==> src/rtl/conf_int_mul__stim_pkg.sv <==
// conf_int_mul__stim_pkg: shared FSM states and maximal-length Galois polynomials for the stimulus block
package conf_int_mul__stim_pkg;
  typedef enum logic [2:0] {S_IDLE, S_DRIVE, S_SETTLE, S_CAPTURE, S_DONE} stim_state_t;
  function automatic logic [31:0] poly_for_width(input int w);
    return w == 6  ? 32'h0000_0021 :
           w == 8  ? 32'h0000_0071 :
           w == 14 ? 32'h0000_3005 :
           w == 16 ? 32'h0000_A011 :
           w == 22 ? 32'h0020_0001 :
           w == 24 ? 32'h00C2_0001 :
           w == 30 ? 32'h0000_0053 :
           w == 32 ? 32'h0040_0007 : 32'h0;
  endfunction
endpackage

==> src/rtl/conf_int_mul__galois_lfsr.sv <==
// conf_int_mul__galois_lfsr: left-shifting Galois LFSR, doubles as a MISR when inject is non-zero
module conf_int_mul__galois_lfsr #(
  parameter int WIDTH = 16,
  parameter logic [WIDTH-1:0] POLY = '0
) (
  input  logic             clk,
  input  logic             rst,
  input  logic             load,
  input  logic [WIDTH-1:0] load_val,
  input  logic             step,
  input  logic [WIDTH-1:0] inject,
  output logic [WIDTH-1:0] q
);
  always_ff @(posedge clk)
    if (!rst) q <= '0;
    else if (load) q <= load_val;
    else if (step) q <= {q[WIDTH-2:0], 1'b0} ^ (q[WIDTH-1] ? POLY : '0) ^ inject;
endmodule

==> src/rtl/conf_int_mul__op_driver_sig_collector.sv <==
// conf_int_mul__op_driver_sig_collector: drives LFSR operands into the multiplier and compacts its results into a MISR
module conf_int_mul__op_driver_sig_collector
  import conf_int_mul__stim_pkg::*;
#(
  parameter int DATA_PATH_BITWIDTH = 16,
  parameter int OP_BITWIDTH        = 16,
  parameter int NUM_VECTORS        = 256,
  parameter int SETTLE_CYCLES      = 2,
  parameter int SEED_A             = 1,
  parameter int SEED_B             = 2
) (
  input  logic                          clk,
  input  logic                          rst,
  input  logic                          start,
  output logic [DATA_PATH_BITWIDTH-1:0] a_out,
  output logic [DATA_PATH_BITWIDTH-1:0] b_out,
  input  logic [DATA_PATH_BITWIDTH-3:0] d_in,
  output logic                          busy,
  output logic                          done,
  output logic [DATA_PATH_BITWIDTH-3:0] signature,
  output logic [15:0]                   vec_count
);
  localparam int DW = DATA_PATH_BITWIDTH;
  localparam int W  = DW - 2;
  localparam logic [31:0]   POLY_OP_FULL   = poly_for_width(DW);
  localparam logic [31:0]   POLY_MISR_FULL = poly_for_width(W);
  localparam logic [DW-1:0] POLY_OP        = POLY_OP_FULL[DW-1:0];
  localparam logic [W-1:0]  POLY_MISR      = POLY_MISR_FULL[W-1:0];
  localparam logic [63:0]   OPMASK_FULL    = (64'd1 << OP_BITWIDTH) - 64'd1;
  localparam logic [DW-1:0] OPMASK         = OPMASK_FULL[DW-1:0];
  localparam logic [DW-1:0] SA_RAW         = SEED_A[DW-1:0];
  localparam logic [DW-1:0] SB_RAW         = SEED_B[DW-1:0];
  localparam logic [DW-1:0] SA             = SA_RAW == '0 ? '1 : SA_RAW;
  localparam logic [DW-1:0] SB             = SB_RAW == '0 ? '1 : SB_RAW;
  localparam logic [15:0]   NV             = 16'(NUM_VECTORS);
  localparam logic [7:0]    SC             = 8'(SETTLE_CYCLES);
  stim_state_t   state, state_nx;
  logic [7:0]    settle_cnt;
  logic [DW-1:0] lfsr_a, lfsr_b;
  logic          seed_load, capture, last_vec;
  always_ff @(posedge clk) state <= !rst ? S_IDLE : state_nx;
  always_comb begin
    seed_load = start && (state == S_IDLE || state == S_DONE);
    capture   = state == S_CAPTURE;
    last_vec  = vec_count + 16'd1 == NV;
    busy      = state == S_DRIVE || state == S_SETTLE || capture;
    state_nx  = seed_load ? S_DRIVE :
                state == S_DRIVE ? (SC == 8'd0 ? S_CAPTURE : S_SETTLE) :
                state == S_SETTLE && settle_cnt == 8'd0 ? S_CAPTURE :
                capture ? (last_vec ? S_DONE : S_DRIVE) : state;
  end
  // done is registered so it trails entry into DONE by one cycle
  always_ff @(posedge clk)
    if (!rst) begin
      a_out      <= '0;
      b_out      <= '0;
      settle_cnt <= '0;
      vec_count  <= '0;
      done       <= 1'b0;
    end else begin
      done <= state == S_DONE;
      if (state == S_DRIVE) begin
        a_out      <= lfsr_a & OPMASK;
        b_out      <= lfsr_b & OPMASK;
        settle_cnt <= SC - 8'd1;
      end
      if (state == S_SETTLE) settle_cnt <= settle_cnt - 8'd1;
      if (seed_load) vec_count <= '0;
      else if (capture) vec_count <= vec_count + 16'd1;
    end
  conf_int_mul__galois_lfsr #(.WIDTH(DW), .POLY(POLY_OP)) u_lfsr_a (
    .clk(clk), .rst(rst), .load(seed_load), .load_val(SA), .step(capture), .inject('0), .q(lfsr_a)
  );
  conf_int_mul__galois_lfsr #(.WIDTH(DW), .POLY(POLY_OP)) u_lfsr_b (
    .clk(clk), .rst(rst), .load(seed_load), .load_val(SB), .step(capture), .inject('0), .q(lfsr_b)
  );
  conf_int_mul__galois_lfsr #(.WIDTH(W), .POLY(POLY_MISR)) u_misr (
    .clk(clk), .rst(rst), .load(seed_load), .load_val('0), .step(capture), .inject(d_in), .q(signature)
  );
endmodule
==> config.mk <==
export PLATFORM = sky130hd
export DESIGN_NAME = conf_int_mul__op_driver_sig_collector
export DESIGN_NICKNAME = d
export VERILOG_FILES = /design/src/rtl/conf_int_mul__stim_pkg.sv /design/src/rtl/conf_int_mul__galois_lfsr.sv /design/src/rtl/conf_int_mul__op_driver_sig_collector.sv
export SDC_FILE = /design/constraint.sdc
export NUM_CORES = 1
export LEC_CHECK = 0
export CAP_MARGIN = 20
export CORE_MARGIN = 2
export CORE_UTILIZATION = 47
export DETAILED_ROUTE_END_ITERATION = 16
export PLACE_DENSITY = 0.75
export SLEW_MARGIN = 20
export SYNTH_ARGS = -nofsm -noshare
export SYNTH_HDL_FRONTEND = slang
export SYNTH_SLANG_ARGS = --single-unit
==> constraint.sdc <==
create_clock -name clk -period 2 [get_ports clk]
set_input_delay 0.2 -clock clk [delete_from_list [all_inputs] [get_ports clk]]
set_output_delay 0.2 -clock clk [all_outputs]
set_load 0.02 [all_outputs]
==> results.md <==
- Result of the run: finished, final reports clean
- Routed vias/inst: 5.20
- First-pass GRT wire length: 15400 microns
- Full die area: 9940 sq um
- Mapped cell area: 4300 sq um
- RSZ-0062 raised after global routing: yes
- Inst Count DP: 690
- Instance count along the most critical hold path: 2
- Clock buffer count from CTS: 9
- Largest net degree at the start of global routing: 66
- Post-synthesis simple-gate area fraction: 23.4%
- Synthesized flop and latch total: 106
- Post-Synthesis Net Count: between 500 and 600
- Largest fanout on the critical path: 7
- Maximum clock rate: 0.517 GHz
- GRT overflow: 0
- Part of the power in registers: 54.6%
- Start point of the worst min-delay path: a_out[2]
- CTS H-Tree Depth: 3
- Critical Path RT: ~2.3 ns
- Count of nets left with antenna violations after detail routing: 0
- Insertion delay to the later sink of the worst-skew pair: 0.36 ns
- Port-buffer cells: 80
- Capturing element type of the critical path: flop
- Number of cells on the worst reg-to-reg path: 6
- Average wire length per cell after detail routing: approximately 13 microns
- Final Wtd Congestion: 0.862
- Hold Violations, Final: 0
- Placeable core area: 8810 sq um
- Most frequent cells in the layout: sky130_fd_sc_hd__nand2_1, sky130_fd_sc_hd__dfxtp_1, sky130_fd_sc_hd__clkdlybuf4s50_1
- Combinational share of power: 13.4%
- NetSw: 1.19 mW
- Leakage power figure: 1.80 nW
- Filler-free cell count of the finished design: roughly 700
- Horizontal die dimension: between 90 and 100 microns
- Count of nets after finishing: 612
- Worst-case headroom to the max-slew limit: between 60% and 70%
- Average size of a mapped cell: 8.29 sq um
- Layout Utilization: 62.3%
- Transition time of the tightest slew-check pin: 0.504 ns
- Top-Level Pins: 81
- Portion of the post-synthesis area used by sequential elements: 49.3%
- Count of unique library cells instantiated by Yosys: 45
- FFs w/ async S/R, synth: 0%
- Total power per unit cell area: about 740 nW/um^2
- Adder-cell share of the synthesized area: less than 1%
- Number of antenna violations at the first check in global routing: 0
- Clock skew: 0.0162 ns
- Number of search-and-repair iterations in the first detailed-routing pass: 5
- Worst min-delay path category: flop to flop
- Main combinational cell family by area after synthesis: simple AND/OR/NAND/NOR gates
- Switching part of the total power: 29.3%
- Ant diodes: 0
- Xor and xnor fraction of the mapped netlist area: 7.94%
- Most frequent standard cell in the layout excluding fill and tap cells: sky130_fd_sc_hd__nand2_1
- Area share of the leading cell type in the synthesized netlist: 49.3%
- Worst-case register-to-register setup slack: 0.07 ns
- Signed area change from the synthesized netlist to the final layout: 27.4%
- Number of global-route vias before repair: 3401
- Root buffer selected by CTS: sky130_fd_sc_hd__clkbuf_8
- Type of the setup path with the least slack: flop to flop
- Synthesis Warnings: 0
- Reg2Reg Launch Point: vec_count[0]
- Launching element of the worst setup path: vec_count[0]
- Proportion of power drawn by the clock network: 32.0%
- Worst voltage drop across the vdd grid: approximately 0.00038 V
- Proportion of synthesized area in mux cells: 0.262%
- Max-slew violation total from the final report: 0
- Capture point of the critical path: state[0]
- Clock period minus worst slack: 1.93 ns
- Via count: 3668
- Endpoint of the most critical register-to-register path: state[0]
- Total detailed-routing wirelength: 9310 microns
- Ratio of cells with drive above 1 in the final layout: 8.03%
- Reg clk slew, reported paths: about 0.11 ns
- Number of core rows: 34
- GRT Resource Usage Total: 18.9%
- Final period util: slightly below 100%
- Max capacitance violation total: 0
- Arrival time worst endpoint: 2.18 ns
- Maximum clock insertion buffer count: 2
- Starting DRC count in detailed routing: 156
- Number of buffers inserted by hold repair at cts: 0
- Tot Pwr: 4.07 mW
- Post-synth EDFFs: 0
- Fillers: a little under 800
- HPWL after detailed placement: 6350 microns
- Clock sink count: about 110
- Library cell occupying the most area in the post-synthesis netlist: sky130_fd_sc_hd__dfxtp_1
- Vertical extent of the die: ~100 microns
- Cell-internal power: between 2 and 3 mW
- Element type at the critical path start: flop
- Post-synthesis compound-gate area fraction: 14.9%
- TritonCTS clock tree: built
- Top_reg_cell synth: sky130_fd_sc_hd__dfxtp_1
- Leading cell types by total area after synthesis: sky130_fd_sc_hd__dfxtp_1, sky130_fd_sc_hd__nand2_1, sky130_fd_sc_hd__a21oi_1, sky130_fd_sc_hd__xnor2_1, sky130_fd_sc_hd__nor2_1
- Count of final setup violators: 0
- Initial core utilization: about half
- Gate count after technology mapping: 519
- Count of unresolved DRC violations after routing: 0
[worst min path at each step]
stage / endpoint / slack [ns]
after floorplan: u_misr.q[0] / 0.40
after global placement: a_out[10] / 0.44
after detailed placement: a_out[2] / 0.45
after CTS: a_out[2] / 0.46
after global routing: a_out[10] / 0.48
final: a_out[2] / 0.46
[sequential cells by signal, summed over array words and instances (netlist names)]
| register | flops |
|---|---|
| u_misr.q | 14 |
| vec_count | 16 |
| u_lfsr_b.q | 16 |
| b_out | 16 |
| a_out | 16 |
| done | 1 |
| settle_cnt | 8 |
| u_lfsr_a.q | 16 |
| state | 3 |
[what timing repair did]
item                                   4_1_cts  5_1_grt
resized for setup                            0        4
endpoints found under the hold margin        0        0
buffers inserted                             0        0
setup endpoints to repair                    0        3
[power groups by stage]
| stage | clock (mW) | combinational (mW) | sequential (mW) |
|---|---|---|---|
| final | 1.30 | 0.546 | 2.22 |
| after global placement | 0 | 0.534 | 2.26 |
| after CTS | 1.34 | 0.545 | 2.22 |
| after floorplan | 0 | 0.335 | 2.27 |
| after detailed placement | 0 | 0.542 | 2.27 |
| after global routing | 1.42 | 0.599 | 2.23 |
[critical path, cell delays in order, from the launching register on]
cell and delay [ns]:
sky130_fd_sc_hd__dfxtp_2 0.37, sky130_fd_sc_hd__ha_2 0.22, sky130_fd_sc_hd__a311o_1 0.35, sky130_fd_sc_hd__o21ai_0 0.08
sky130_fd_sc_hd__a32oi_1 0.11, sky130_fd_sc_hd__or3_1 0.42, sky130_fd_sc_hd__o31a_1 0.28
[metrics by stage]
step | cell area (sq um) | hold WS, ns | setup TNS (ns) | setup WS, ns
6_report | 5490 | 0.460 | 0 | 0.0674
4_1_cts | 5470 | 0.465 | 0 | 0.0101
3_3_place_gp | 5260 | 0.444 | 0 | 0.0803
2_1_floorplan | 4310 | 0.404 | 0 | 0.0550
5_1_grt | 5490 | 0.480 | -0.0329 | -0.0269
3_5_place_dp | 5260 | 0.449 | 0 | 0.0286
[cell usage after synthesis (5+ instances only)]
master                     number
sky130_fd_sc_hd__nand2_1      137
sky130_fd_sc_hd__dfxtp_1      106
sky130_fd_sc_hd__a21oi_1       54
sky130_fd_sc_hd__nor2_1        45
sky130_fd_sc_hd__clkbuf_1      31
sky130_fd_sc_hd__xnor2_1       25
sky130_fd_sc_hd__a211oi_1      16
sky130_fd_sc_hd__xor2_1        14
sky130_fd_sc_hd__a21boi_0      12
sky130_fd_sc_hd__nand3_1       12
sky130_fd_sc_hd__and3_1         5
sky130_fd_sc_hd__or3_1          5
[layer usage]
layer,global-route usage [%],up-vias,wire (microns)
met5,0,-,0
met4,7.69,0,127
met3,4.29,9,511
met2,31.2,96,4380
met1,23.8,1675,4290
li1,-,1888,-
[layout make-up]
| class | instances | area (sq um) | share of cell area [%] |
|---|---|---|---|
| multi-input combinational | 375 | 2050 | 37.4 |
| inverter | 4 | 15.0 | 0.274 |
| tap | 108 | 135 | 2.46 |
| clock inverter | 7 | 80.1 | 1.46 |
| sequential | 106 | 2130 | 38.8 |
| timing repair buffer | 97 | 953 | 17.4 |
| clock buffer | 9 | 124 | 2.26 |
[cell families (layout without fill, tap and decap cells)]
| kind of cell | count (synthesis) | after routing |
|---|---|---|
| XOR/XNOR | 39 | 39 |
| AND/OR/NAND/NOR | 231 | 231 |
| multiplexers | 1 | 1 |
| AO/OA/AOI/OAI | 102 | 102 |
| buffers and inverters | 38 | 117 |
| flip-flops | 106 | 106 |
| adder cells (fa/ha/maj) | 2 | 2 |
Power figures use the tool's default switching activity.
